$ cat config.mk
export PLATFORM = sky130hd
export DESIGN_NAME = serial_mag_cmp_ctrl_flat
export DESIGN_NICKNAME = d
export VERILOG_FILES = /design/src/rtl/serial_mag_cmp_ctrl_pkg.sv /design/src/rtl/serial_mag_cmp_ctrl_if.sv /design/src/rtl/serial_mag_cmp_ctrl_cmp2_slice.sv /design/src/rtl/serial_mag_cmp_ctrl.sv /design/src/flat_wrapper.sv
export SDC_FILE = /design/constraint.sdc
export NUM_CORES = 1
export LEC_CHECK = 0
export ABC_AREA = 1
export BUFFER_PORTS_ARGS = -buffer_cell sky130_fd_sc_hd__buf_4
export CORE_ASPECT_RATIO = 1.75
export CORE_MARGIN = 3
export CORE_UTILIZATION = 31
export DETAILED_ROUTE_END_ITERATION = 16
export GPL_ROUTABILITY_DRIVEN = 0
export HOLD_SLACK_MARGIN = 0.06
export PLACE_DENSITY = 0.51
export SKIP_LAST_GASP = 1
export SYNTH_ARGS = -nofsm -noshare
export SYNTH_HDL_FRONTEND = slang
export SYNTH_SLANG_ARGS = --single-unit
$ cat constraint.sdc
create_clock -name clk -period 1.6 [get_ports clk]
set_input_delay 0.16 -clock clk [delete_from_list [all_inputs] [get_ports clk]]
set_output_delay 0.16 -clock clk [all_outputs]
set_load 0.05 [all_outputs]
$ cat src/rtl/serial_mag_cmp_ctrl_pkg.sv
// Shared definitions for the serial magnitude comparator controller.
// Holds the FSM state encoding and the one-hot {gt,eq,lt} result encoding.
package serial_cmp_pkg;

    localparam logic [1:0] ST_IDLE = 2'd0;
    localparam logic [1:0] ST_SCAN = 2'd1;
    localparam logic [1:0] ST_FIN  = 2'd2;

    typedef enum logic [1:0] {
        IDLE = ST_IDLE,
        SCAN = ST_SCAN,
        FIN  = ST_FIN
    } state_t;

    // Result one-hot ordered as {gt, eq, lt}; RES_NONE means "not decided yet".
    localparam logic [2:0] RES_GT   = 3'b100;
    localparam logic [2:0] RES_EQ   = 3'b010;
    localparam logic [2:0] RES_LT   = 3'b001;
    localparam logic [2:0] RES_NONE = 3'b000;

endpackage

$ cat src/rtl/serial_mag_cmp_ctrl_if.sv
// Requester-side bus of the serial magnitude comparator.
//   start/a/b : request and operands (requester -> controller)
//   ready     : controller idle and able to accept
//   done      : one-cycle pulse when gt/eq/lt become valid
//   gt/eq/lt  : one-hot result, held until the next accepted request
// master = requester, slave = controller.
interface serial_mag_cmp_ctrl_if #(
    parameter int unsigned W = 8
);
    logic         start;
    logic [W-1:0] a;
    logic [W-1:0] b;
    logic         ready;
    logic         done;
    logic         gt;
    logic         eq;
    logic         lt;

    modport master (
        output start, a, b,
        input  ready, done, gt, eq, lt
    );

    modport slave (
        input  start, a, b,
        output ready, done, gt, eq, lt
    );
endinterface

$ cat src/rtl/serial_mag_cmp_ctrl_cmp2_slice.sv
// Combinational 2-bit unsigned magnitude compare slice.
//   x, y : 2-bit slice operands
//   x_gt : x > y
//   x_lt : x < y   (neither set means equal)
module cmp2_slice (
    input  logic [1:0] x,
    input  logic [1:0] y,
    output logic       x_gt,
    output logic       x_lt
);
    assign x_gt = (x > y);
    assign x_lt = (x < y);
endmodule

$ cat src/rtl/serial_mag_cmp_ctrl.sv
// Serial W-bit unsigned magnitude comparator controller.
// Steps one shared 2-bit compare slice over the latched operands, MS slice
// first, one slice per clock, and reports a registered one-hot gt/eq/lt.
//   clk     : system clock, rising edge
//   reset_n : asynchronous active-low reset
//   bus     : slave side of serial_mag_cmp_ctrl_if (start/a/b in,
//             ready/done/gt/eq/lt out, all outputs registered)
// Build option: define SERIAL_CMP_EARLY_EXIT_EN to leave the scan on the
// first unequal slice (variable latency); otherwise all NS slices are always
// visited and latency is constant.
module serial_mag_cmp_ctrl
    import serial_cmp_pkg::*;
#(
    parameter int unsigned W = 8
) (
    input  logic                 clk,
    input  logic                 reset_n,
    serial_mag_cmp_ctrl_if.slave bus
);

    localparam int unsigned NS = W / 2;
    localparam int unsigned IW = (NS > 1) ? $clog2(NS) : 1;

    state_t        state_q, state_d;
    logic [IW-1:0] idx_q,   idx_d;
    logic [W-1:0]  a_q,     a_d;
    logic [W-1:0]  b_q,     b_d;
    logic [2:0]    res_q,   res_d;
    logic          ready_q, ready_d;
    logic          done_q,  done_d;
`ifndef SERIAL_CMP_EARLY_EXIT_EN
    // First unequal slice seen so far; later slices must not override it.
    logic [2:0]    pend_q,  pend_d;
    logic [2:0]    res_now;
`endif

    // Slice views of the latched operands, indexed by slice number.
    logic [1:0] a_sl [NS];
    logic [1:0] b_sl [NS];
    for (genvar g = 0; g < NS; g++) begin : g_slice
        assign a_sl[g] = a_q[2*g+1 -: 2];
        assign b_sl[g] = b_q[2*g+1 -: 2];
    end

    logic       sl_gt, sl_lt;
    logic [2:0] slice_res;

    // Single shared slice comparator, muxed by the current slice index.
    cmp2_slice u_slice (
        .x    (a_sl[idx_q]),
        .y    (b_sl[idx_q]),
        .x_gt (sl_gt),
        .x_lt (sl_lt)
    );

    assign slice_res = sl_gt ? RES_GT : (sl_lt ? RES_LT : RES_NONE);

    // State and datapath registers.
    always_ff @(posedge clk or negedge reset_n) begin
        if (!reset_n) begin
            state_q <= IDLE;
            idx_q   <= '0;
            a_q     <= '0;
            b_q     <= '0;
            res_q   <= RES_NONE;
            ready_q <= 1'b1;
            done_q  <= 1'b0;
`ifndef SERIAL_CMP_EARLY_EXIT_EN
            pend_q  <= RES_NONE;
`endif
        end else begin
            state_q <= state_d;
            idx_q   <= idx_d;
            a_q     <= a_d;
            b_q     <= b_d;
            res_q   <= res_d;
            ready_q <= ready_d;
            done_q  <= done_d;
`ifndef SERIAL_CMP_EARLY_EXIT_EN
            pend_q  <= pend_d;
`endif
        end
    end

    // Next-state and next-register values.
    always_comb begin
        state_d = state_q;
        idx_d   = idx_q;
        a_d     = a_q;
        b_d     = b_q;
        res_d   = res_q;
`ifndef SERIAL_CMP_EARLY_EXIT_EN
        pend_d  = pend_q;
        res_now = (pend_q != RES_NONE) ? pend_q : slice_res;
`endif

        unique case (state_q)
            IDLE: begin
                if (bus.start) begin
                    a_d     = bus.a;
                    b_d     = bus.b;
                    idx_d   = IW'(NS - 1);
                    res_d   = RES_NONE;
`ifndef SERIAL_CMP_EARLY_EXIT_EN
                    pend_d  = RES_NONE;
`endif
                    state_d = SCAN;
                end
            end

            SCAN: begin
`ifdef SERIAL_CMP_EARLY_EXIT_EN
                if (slice_res != RES_NONE) begin
                    res_d   = slice_res;
                    state_d = FIN;
                end else if (idx_q == '0) begin
                    res_d   = RES_EQ;
                    state_d = FIN;
                end else begin
                    idx_d   = idx_q - IW'(1);
                end
`else
                pend_d = res_now;
                if (idx_q == '0) begin
                    res_d   = (res_now != RES_NONE) ? res_now : RES_EQ;
                    state_d = FIN;
                end else begin
                    idx_d   = idx_q - IW'(1);
                end
`endif
            end

            FIN: begin
                state_d = IDLE;
            end

            default: begin
                state_d = IDLE;
            end
        endcase

        // Outputs are registered from the state being entered.
        ready_d = (state_d == IDLE);
        done_d  = (state_d == FIN);
    end

    assign bus.ready = ready_q;
    assign bus.done  = done_q;
    assign bus.gt    = res_q[2];
    assign bus.eq    = res_q[1];
    assign bus.lt    = res_q[0];

endmodule
$ cat src/flat_wrapper.sv
// flat-port wrapper written by rule: the top's interface ports become plain ports
module serial_mag_cmp_ctrl_flat import serial_cmp_pkg::*;
#(
    parameter int unsigned W = 8
)
  (clk, reset_n, bus_start, bus_a, bus_b, bus_ready, bus_done, bus_gt, bus_eq, bus_lt);
  serial_mag_cmp_ctrl_if #(.W(W)) bus_i ();
  input  logic clk;
  input  logic reset_n;
  input wire logic [$bits(bus_i.start)-1:0] bus_start;
  input wire logic [$bits(bus_i.a)-1:0] bus_a;
  input wire logic [$bits(bus_i.b)-1:0] bus_b;
  output wire logic [$bits(bus_i.ready)-1:0] bus_ready;
  output wire logic [$bits(bus_i.done)-1:0] bus_done;
  output wire logic [$bits(bus_i.gt)-1:0] bus_gt;
  output wire logic [$bits(bus_i.eq)-1:0] bus_eq;
  output wire logic [$bits(bus_i.lt)-1:0] bus_lt;
  assign bus_i.start = bus_start;
  assign bus_i.a = bus_a;
  assign bus_i.b = bus_b;
  assign bus_ready = bus_i.ready;
  assign bus_done = bus_i.done;
  assign bus_gt = bus_i.gt;
  assign bus_eq = bus_i.eq;
  assign bus_lt = bus_i.lt;
  serial_mag_cmp_ctrl #(.W(W)) u_core (.clk(clk), .reset_n(reset_n), .bus(bus_i));
endmodule
# == Word level (Yosys, flattened, before mapping) ==
# Index checks and enable logic that the tools add are counted.
# word_totals
regBits,28
out_inout_bits,5
inputBits,19
# op_classes
bitwise_logic,1
reduce_logical,10
magnitude_cmp,3
add_sub_neg,1
n_eq_ne,5
muxes,20
# op_table
cell,n
2-bit two-way mux,8
3-bit two-way mux,5
3-bit one-hot mux with 2 select lines,2
2-bit binary-select mux with 2-bit select,2
2-bit one-hot mux with 2 select lines,2
2-bit zero test,3
3-bit AND reduction,2
3-bit nonzero test,2
"2-bit inequality test, second input constant",2
2-bit AND reduction,2
"3-bit >= comparator, second input constant",1
2-bit NOT with 3-bit output,1
"2-bit by 1-bit equality test with 1-bit output, second input constant",1
"2-bit equality test, second input constant",1
2-bit greater-than comparator,1
2-bit less-than comparator,1
"2-bit by 1-bit inequality test with 1-bit output, second input constant",1
2-bit nonzero test,1
"2-bit by 1-bit subtractor with 2-bit output, second input constant",1
1-bit two-way mux,1

# == Logic depth before layout (Yosys ltp) ==
# Gate-level depths: netlist (run 1).
# logic_depth
ltp_word,12
depth_mapped,15

# == By module ==
# From an unflattened synthesis (run 1), not the netlist that was laid out.
# hier_totals
cells_unflattened,161
hier_area_um2,1375.1
# modules_own_cells
mod,cells_each,area_per_inst_um2,n_inst,seq_area_each_um2
serial_mag_cmp_ctrl,150,1310.0,1,701.9
cmp2_slice,11,65.1,1,0.0

# == Worst setup path after synthesis (run 1) ==
# No wires, ideal clock.
# synth_timing
path_type,register to register
startpoint,reg u_core.idx_q[0]
endpoint,reg u_core.res_q[1]
synth_period_minus_slack_ns,1.727
n_path_buf,2
stages_incl_launch_ff,13
t_arrival_ns,1.609
setup_time_ns,0.118
path_slack_ns,-0.127
required_ns,1.482
cell_sequence,dfrtp_1 buf_4 inv_2 buf_6 nand2_1 a32o_1 ha_1 a21oi_1 nand3_1 nand3_1 nand2_1 nand2_1 nand2_1
# synth_via
elab_chain_len,12
elab_cells_between_ends,19
classes_between,order compare: 2; eq/ne: 1; mux: 12; bitwise: 1; reduce/logical: 3
# synth_rtl
element,line_no,text
"start, declared",serial_mag_cmp_ctrl.sv:25,"logic [IW-1:0] idx_q, idx_d;"
"start signal, assigned",serial_mag_cmp_ctrl.sv:73,idx_q <= idx_d;
2-bit NOT with 3-bit output (not written as such),"serial_mag_cmp_ctrl.sv:50, serial_mag_cmp_ctrl.sv:51",
"2-bit binary-select mux with 2-bit select, on equally long branches","serial_mag_cmp_ctrl.sv:50, serial_mag_cmp_ctrl.sv:51",
"2-bit two-way mux, on equally long branches (2 in a row)","serial_mag_cmp_ctrl.sv:50, serial_mag_cmp_ctrl.sv:51",
2-bit less-than comparator,serial_mag_cmp_ctrl_cmp2_slice.sv:12,assign x_lt = (x < y);
1-bit two-way mux,serial_mag_cmp_ctrl.sv:56,assign slice_res = sl_gt ? RES_GT : (sl_lt ? RES_LT : RES_NONE);
3-bit two-way mux,serial_mag_cmp_ctrl.sv:56,
3-bit two-way mux,serial_mag_cmp_ctrl.sv:94,res_now = (pend_q != RES_NONE) ? pend_q : slice_res;
3-bit nonzero test,serial_mag_cmp_ctrl.sv:125,res_d = (res_now != RES_NONE) ? res_now : RES_EQ;
3-bit two-way mux,serial_mag_cmp_ctrl.sv:125,
3-bit two-way mux,serial_mag_cmp_ctrl.sv:124,if (idx_q == '0) begin
3-bit one-hot mux with 2 select lines,serial_mag_cmp_ctrl.sv:97,unique case (state_q)
"end signal, assigned",serial_mag_cmp_ctrl.sv:76,res_q <= res_d;
"end, declared",serial_mag_cmp_ctrl.sv:28,"logic [2:0] res_q, res_d;"
# Parallel ways exist; a longest one is shown, timed or not. The select of a mux whose other input is x is not followed.
# A chain may end at the register's enable or synchronous reset.

# == Worst setup path in the final report (run 1) ==
# Ends and elaborated chain as after synthesis.

==> results of run 1 <==
[layer usage]
metal | wire length (um) | share of wire (%)
met5 | 0 | 0
met4 | 65 | 2.4
met3 | 97 | 3.6
met2 | 1420 | 53
met1 | 1120 | 41
[per-stage QoR]
| stage | util (%) | hold slack, ns | area (um^2) | setup WS [ns] | power (mW) |
|---|---|---|---|---|---|
| 2_1_floorplan | - | -0.136 | 1290 | -0.108 | 2.33 |
| 3_3_place_gp | 38.1 | 0.0970 | 1500 | -0.137 | 2.67 |
| 3_5_place_dp | 38.1 | 0.0971 | 1500 | -0.159 | 2.70 |
| 4_1_cts | 42.1 | 0.0600 | 1660 | -0.132 | 3.48 |
| 5_1_grt | 42.5 | 0.0632 | 1670 | -0.266 | 3.78 |
| 6_report | 42.5 | 0.0632 | 1670 | -0.145 | 3.46 |
[critical path: stages (launching register included)]
cell and delay [ns]:
dfrtp_2 0.42, buf_6 0.13, inv_6 0.06, nand2_2 0.04, a32o_2 0.28, ha_4 0.28, nand2_2 0.05, nand2_2 0.07
nand3_2 0.09, nand3_2 0.08, nand2_1 0.05, nand2_1 0.05, nand2_1 0.04
[power by group]
part,internal [mW],switching (mW),total [mW],leakage [nW]
clock network,0.221,0.228,0.449,0.0288
registers,1.02,0.180,1.20,0.341
logic,0.749,1.06,1.81,0.494
[worst paths after layout]
kind	from	to	cells past startpoint
min in group asynchronous	reset_n	u_core.a_q[1]	2
worst min register to register	u_core.b_q[7]	u_core.b_q[7]	2
max in group asynchronous	reset_n	u_core.bus.ready	2
worst max register to register	u_core.idx_q[0]	u_core.res_q[1]	12
worst max-delay path	u_core.idx_q[0]	u_core.res_q[1]	12
worst min-delay path	bus_a[4]	u_core.a_q[4]	3
[kinds of logic (layout without fill, tap and decap cells)]
group | after synthesis | after routing | share of synthesized area [%]
adder cells (fa/ha/maj) | 3 | 3 | 2.92
AO/OA/AOI/OAI | 21 | 21 | 10.4
flip-flops | 28 | 28 | 54.6
AND/OR/NAND/NOR | 81 | 81 | 24.9
buffers and inverters | 17 | 49 | 7.11
[registers in the layout (all words and copies together) (netlist names)]
register and flops:
u_core.bus.done 1, u_core.bus.ready 1, u_core.pend_q 3, u_core.state_q 2
u_core.idx_q 2, u_core.b_q 8, u_core.a_q 8, u_core.res_q 3
[cells in the final DEF, fill, tap and decap left out, drive strengths merged]
cell and count:
clkbuf 4, a31oi 1, dfrtp 27, ha 3
nand3 3, dfstp 1, nand2 68, nor2 10
o22ai 2, a21oi 3, o21ai 13, buf 29
inv 12, dlygate4sd3 3, a32o 2, clkinvlp 1
[layout make-up]
class / count / area (um^2) / area share (%)
inverter: 12 / 50.0 / 2.99
tap: 48 / 60.1 / 3.59
multi-input combinational: 105 / 539 / 32.2
sequential: 28 / 703 / 42.0
timing repair buffer: 32 / 259 / 15.5
timing repair inverter: 1 / 7.51 / 0.448
clock buffer: 4 / 55.1 / 3.29
[repair_timing]
action,in CTS,in global routing
buffers inserted,2,0
hold buffers,2,1
cloned,1,0
hold endpoints to repair,28,1
endpoints found under the setup margin,5,5
pin swaps,11,2
gates resized for setup,18,4
==> summary.md, run 1 <==
| Metric | Value |
|---|---|
| Status | `finished, violations left` |
| Violations in the final reports | `setup timing` |
| Synth-to-Final Area Change | `30.3%` |
| Hold Path Class | `input port to flip-flop` |
| P_leak | `0.864 nW` |
| Vias | `1,043` |
| Worst-path fanout max | `5` |
| Htree depth | `1` |
| Required @ worst endpoint | `1.78 ns` |
| Yosys warnings | `0` |
| Clock Latency Late Sink | `0.28 ns` |
| Met3 GRT Util | `1.97%` |
| Dpl hpwl | `1970 um` |
| Critical path endpoint category | `flip-flop` |
| Mapped cell area | `1280 um^2` |
| Final critical-path setup slack | `-0.145 ns` |
| CP Class | `flip-flop to flip-flop` |
| Power density over cell area | `2070 nW/um^2` |
| CTS Buffer Depth | `2` |
| Synth top cells by count | `nand2_1 (66), dfrtp_1 (27), inv_1 (9), nor2_1 (9), o21ai_0 (6)` |
| Slew margin rel. | `76.8%` |
| Final setup viols | `5` |
| Post-synth EDFFs | `0` |
| Most used routing layer | `met2` |
| Clock Skew | `0.00313 ns` |
| Final worst path period share | `109%` |
| Routed WL | `2710 um` |
| Setup TNS | `-0.477 ns` |
| Layout net count | `205` |
| Clock Sinks | `28` |
| Clock root buffer master | `clkbuf_8` |
| Die area | `4980 um^2` |
| Residual DRC | `0` |
| Max-Cap Viols | `0` |
| Reg2Reg Setup Slack | `-0.15 ns` |
| Fin crit period | `1.75 ns` |
| Die X | `54.7 um` |
| Non-Filler Instances | `230` |
| CTS buffer count | `3` |
| Synthesized Nets | `172` |
| Arrival time at the worst endpoint | `1.93 ns` |
| Initial core utilization | `32.6%` |
| Grt total ovfl | `0` |
| Gate Count Post-Synth | `150` |
| Worst slew pin tran | `0.349 ns` |
| Core area | `3940 um^2` |
| Sequential share of the synthesized area | `54.6%` |
| Worst Setup Start Kind | `flip-flop` |
| CTS tree | `built` |
| #FFs+latches synth | `28` |
| DP Cell Count | `220` |
| M1 GR Usage | `15.4%` |
| Die height | `91.2 um` |
| Top Ports | `24` |
| 1st-pass router iterations | `4` |
| Antenna Violating Nets Remaining | `0` |
| Cell taking the most area after synthesis | `dfrtp_1` |
| Distinct cells, synth | `22` |
| Share of post-route cells with drive strength above 1 | `30.2%` |
| Wire length per cell | `11.8 um` |
| ANT cells | `0` |
| Syn avg cell area | `8.57 um^2` |
| Met2 usage | `21.6%` |
| Max Clk Rate | `573 MHz` |
| Synth top area cells | `dfrtp_1 (53%), nand2_1 (19%), ha_1 (2.9%), inv_1 (2.6%), nor2_1 (2.6%)` |
| Filler Cell Count | `436` |
| Initial DRC count | `12` |
| Vias in the first global route | `1,053` |
| Main synth FF type | `dfrtp_1` |
| Total GRT Usage | `13.1%` |
| Final Hold Fails | `0` |
| I/O Buffers | `23` |
| Final Max Tran Viols | `0` |
| RSZ-0062 raised after global routing | `yes` |
| Row count | `30` |
| Initial antenna violation count | `0` |
| Global-route wire length before repair | `4760 um` |
| Vias/cell | `4.53` |
| Most frequent cell after synthesis | `nand2_1` |
| Post-synth ARST share | `100%` |
| Largest net degree at the start of global routing | `29` |
| Synth top area share | `52.6%` |
| Clk slew on worst S/H paths | `0.09 ns` |
| Worst vdd ir | `0.865 mV` |
Note: power is estimated with default switching activity, not from simulation.
==> run 2, diff against run 1 <==
- HOLD_SLACK_MARGIN: 0.06 -> default
- PLACE_DENSITY: 0.51 -> default
==> run 2 against run 1 <==
Non-clock buffer count shrank 2. Sequential share of layout area shrank 0.40 points. Fmax shrank 1.7%. Clock-buffer cell count shrank 1. The flow still finishes with violations (setup timing). Highest routed layer unchanged.
==> summary.md, run 2 (synthesis gave the netlist of run 1 again) <==
| Metric | Value |
|---|---|
| Clock Latency Late Sink | `0.28 ns` |
| P_int | `2.14 mW` |
| Max Clk Rate | `563 MHz` |
| Hold Path Class | `input port to flip-flop` |
| Layout net count | `203` |
| Sequential share of power | `33.1%` |
| Final Max Tran Viols | `0` |
| Row count | `30` |
| Dpl ws | `-0.165 ns` |
| Largest net degree at the start of global routing | `29` |
| Wire length per cell | `11.5 um` |
| Core area | `3940 um^2` |
| DP Cell Count | `220` |
| Required @ worst endpoint | `1.77 ns` |
| Final critical-path setup slack | `-0.176 ns` |
| I/O Buffers | `23` |
| Die X | `54.7 um` |
| Status | `finished, violations left` |
| Clock root buffer master | `clkbuf_8` |
| Top Ports | `24` |
| Final worst path period share | `111%` |
| Final Hold Fails | `0` |
| RSZ-0062 raised after global routing | `yes` |
| Logic gate share of total power | `51.5%` |
| Vias/cell | `4.60` |
| CTS tree | `built` |
| Global-route wire length before repair | `4290 um` |
| Final setup viols | `5` |
| Power density over cell area | `2160 nW/um^2` |
| Initial core utilization | `32.6%` |
| Die height | `91.2 um` |
| Most frequent cells in the layout | `nand2_1 (61), buf_4 (26), dfrtp_1 (26), inv_1 (8), nor2_1 (8)` |
| Fin crit period | `1.78 ns` |
| Clk slew on worst S/H paths | `0.10 ns` |
| Die area | `4980 um^2` |
| Residual DRC | `0` |
| CTS buffer count | `3` |
| Total GRT Usage | `11.5%` |
| CP Class | `flip-flop to flip-flop` |
| Htree depth | `1` |
| Initial antenna violation count | `0` |
| Dpl hpwl | `1890 um` |
| Vias | `1,049` |
| Violations in the final reports | `setup timing` |
| Met3 WL | `88 um` |
| Initial DRC count | `16` |
| DP Area | `1500 um^2` |
| Max-Cap Viols | `0` |
| Top layer in use | `met4` |
| Synth-to-Final Area Change | `31.5%` |
| Share of post-route cells with drive strength above 1 | `33.3%` |
| Switching Share | `41.5%` |
| Largest regs | `u_core.a_q (8), u_core.b_q (8)` |
| Worst vdd ir | `0.947 mV` |
| Worst Setup Start Kind | `flip-flop` |
| Most common cell after layout, fill and taps aside | `nand2_1` |
| Cell area after layout | `1690 um^2` |
| Critical path endpoint category | `flip-flop` |
| Worst-path fanout max | `5` |
| Non-Filler Instances | `228` |
| Clock Skew | `0.0128 ns` |
| Worst slew pin tran | `0.344 ns` |
| WL met2 | `1440 um` |
| Arrival time at the worst endpoint | `1.95 ns` |
| CTS Buffer Depth | `2` |
| P_leak | `0.869 nW` |
| Clk pwr share | `15.4%` |
| Metal-1 WL | `1040 um` |
| Grt total ovfl | `0` |
| Slew margin rel. | `77.1%` |
| Clock Sinks | `28` |
| ANT cells | `0` |
| 1st-pass router iterations | `4` |
| Antenna Violating Nets Remaining | `0` |
| Routed WL | `2620 um` |
| Vias in the first global route | `1,011` |
| NetSw | `1.52 mW` |
==> run 2: worst paths after layout <==
check	from	to	slack, ns	cells past startpoint
min in group asynchronous	reset_n	u_core.b_q[2]	0.31	2
hold reg to reg	u_core.res_q[1]	u_core.res_q[1]	0.49	2
setup reg to reg	u_core.idx_q[0]	u_core.res_q[1]	-0.18	11
setup / recovery	u_core.idx_q[0]	u_core.res_q[1]	-0.18	11
max in group asynchronous	reset_n	u_core.bus.ready	0.98	2
hold / removal	bus_b[5]	u_core.b_q[5]	0.06	3
==> run 2: layout make-up <==
| type | instances | area, um^2 |
|---|---|---|
| repair inverters | 1 | 7.51 |
| fillers | 411 | 2250 |
| inverters | 12 | 47.5 |
| multi-input cells | 105 | 562 |
| repair buffers | 30 | 239 |
| well taps | 48 | 60.1 |
| clock inverters | 1 | 30.0 |
| flip-flops and latches | 28 | 703 |
| clock buffers | 3 | 41.3 |
==> run 2: power by group through the flow <==
stage / Sequential [mW] / Combinational (mW) / Clock [mW]
2_1_floorplan: 1.30 / 1.03 / 0
3_3_place_gp: 1.21 / 1.45 / 0
3_5_place_dp: 1.22 / 1.47 / 0
4_1_cts: 1.21 / 1.49 / 0.566
5_1_grt: 1.25 / 2.12 / 0.594
6_report: 1.21 / 1.88 / 0.562
==> run 2: layer usage <==
layer,up-vias,GRT usage (%)
met5,-,0
met1,491,15.0
li1,534,-
met2,19,18.3
met4,0,4.99
met3,5,1.48
==> run 2: critical path: stages (launching register included) <==
cell     delay (ns)
dfrtp_2        0.45
buf_6          0.14
buf_6          0.11
o21ai_4        0.11
o22ai_2        0.10
ha_1           0.31
a21oi_2        0.14
nand3_2        0.08
nand3_1        0.08
nand2_1        0.05
nand2_1        0.05
nand2_1        0.04
==> run 2: what timing repair did <==
| action | in CTS | in global routing |
|---|---|---|
| setup buffers | 0 | 2 |
| cloned | 0 | 1 |
| gates resized for setup | 3 | 25 |
| pin swaps | 0 | 8 |
| hold buffers | 1 | 0 |
| endpoints found under the hold margin | 27 | 0 |
| endpoints found under the setup margin | 5 | 5 |
==> run 2: through the flow <==
stage | power (mW) | utilization [%] | TNS (ns) | hold slack (ns)
finish | 3.65 | 42.9 | -0.647 | 0.0647
detailed placement | 2.69 | 38.1 | -0.559 | 0.0973
floorplan | 2.33 | - | -0.241 | -0.136
global route | 3.97 | 42.9 | -1.20 | 0.0705
global placement | 2.66 | 38.1 | -0.431 | 0.0997
CTS | 3.27 | 40.3 | -0.459 | 0.0664
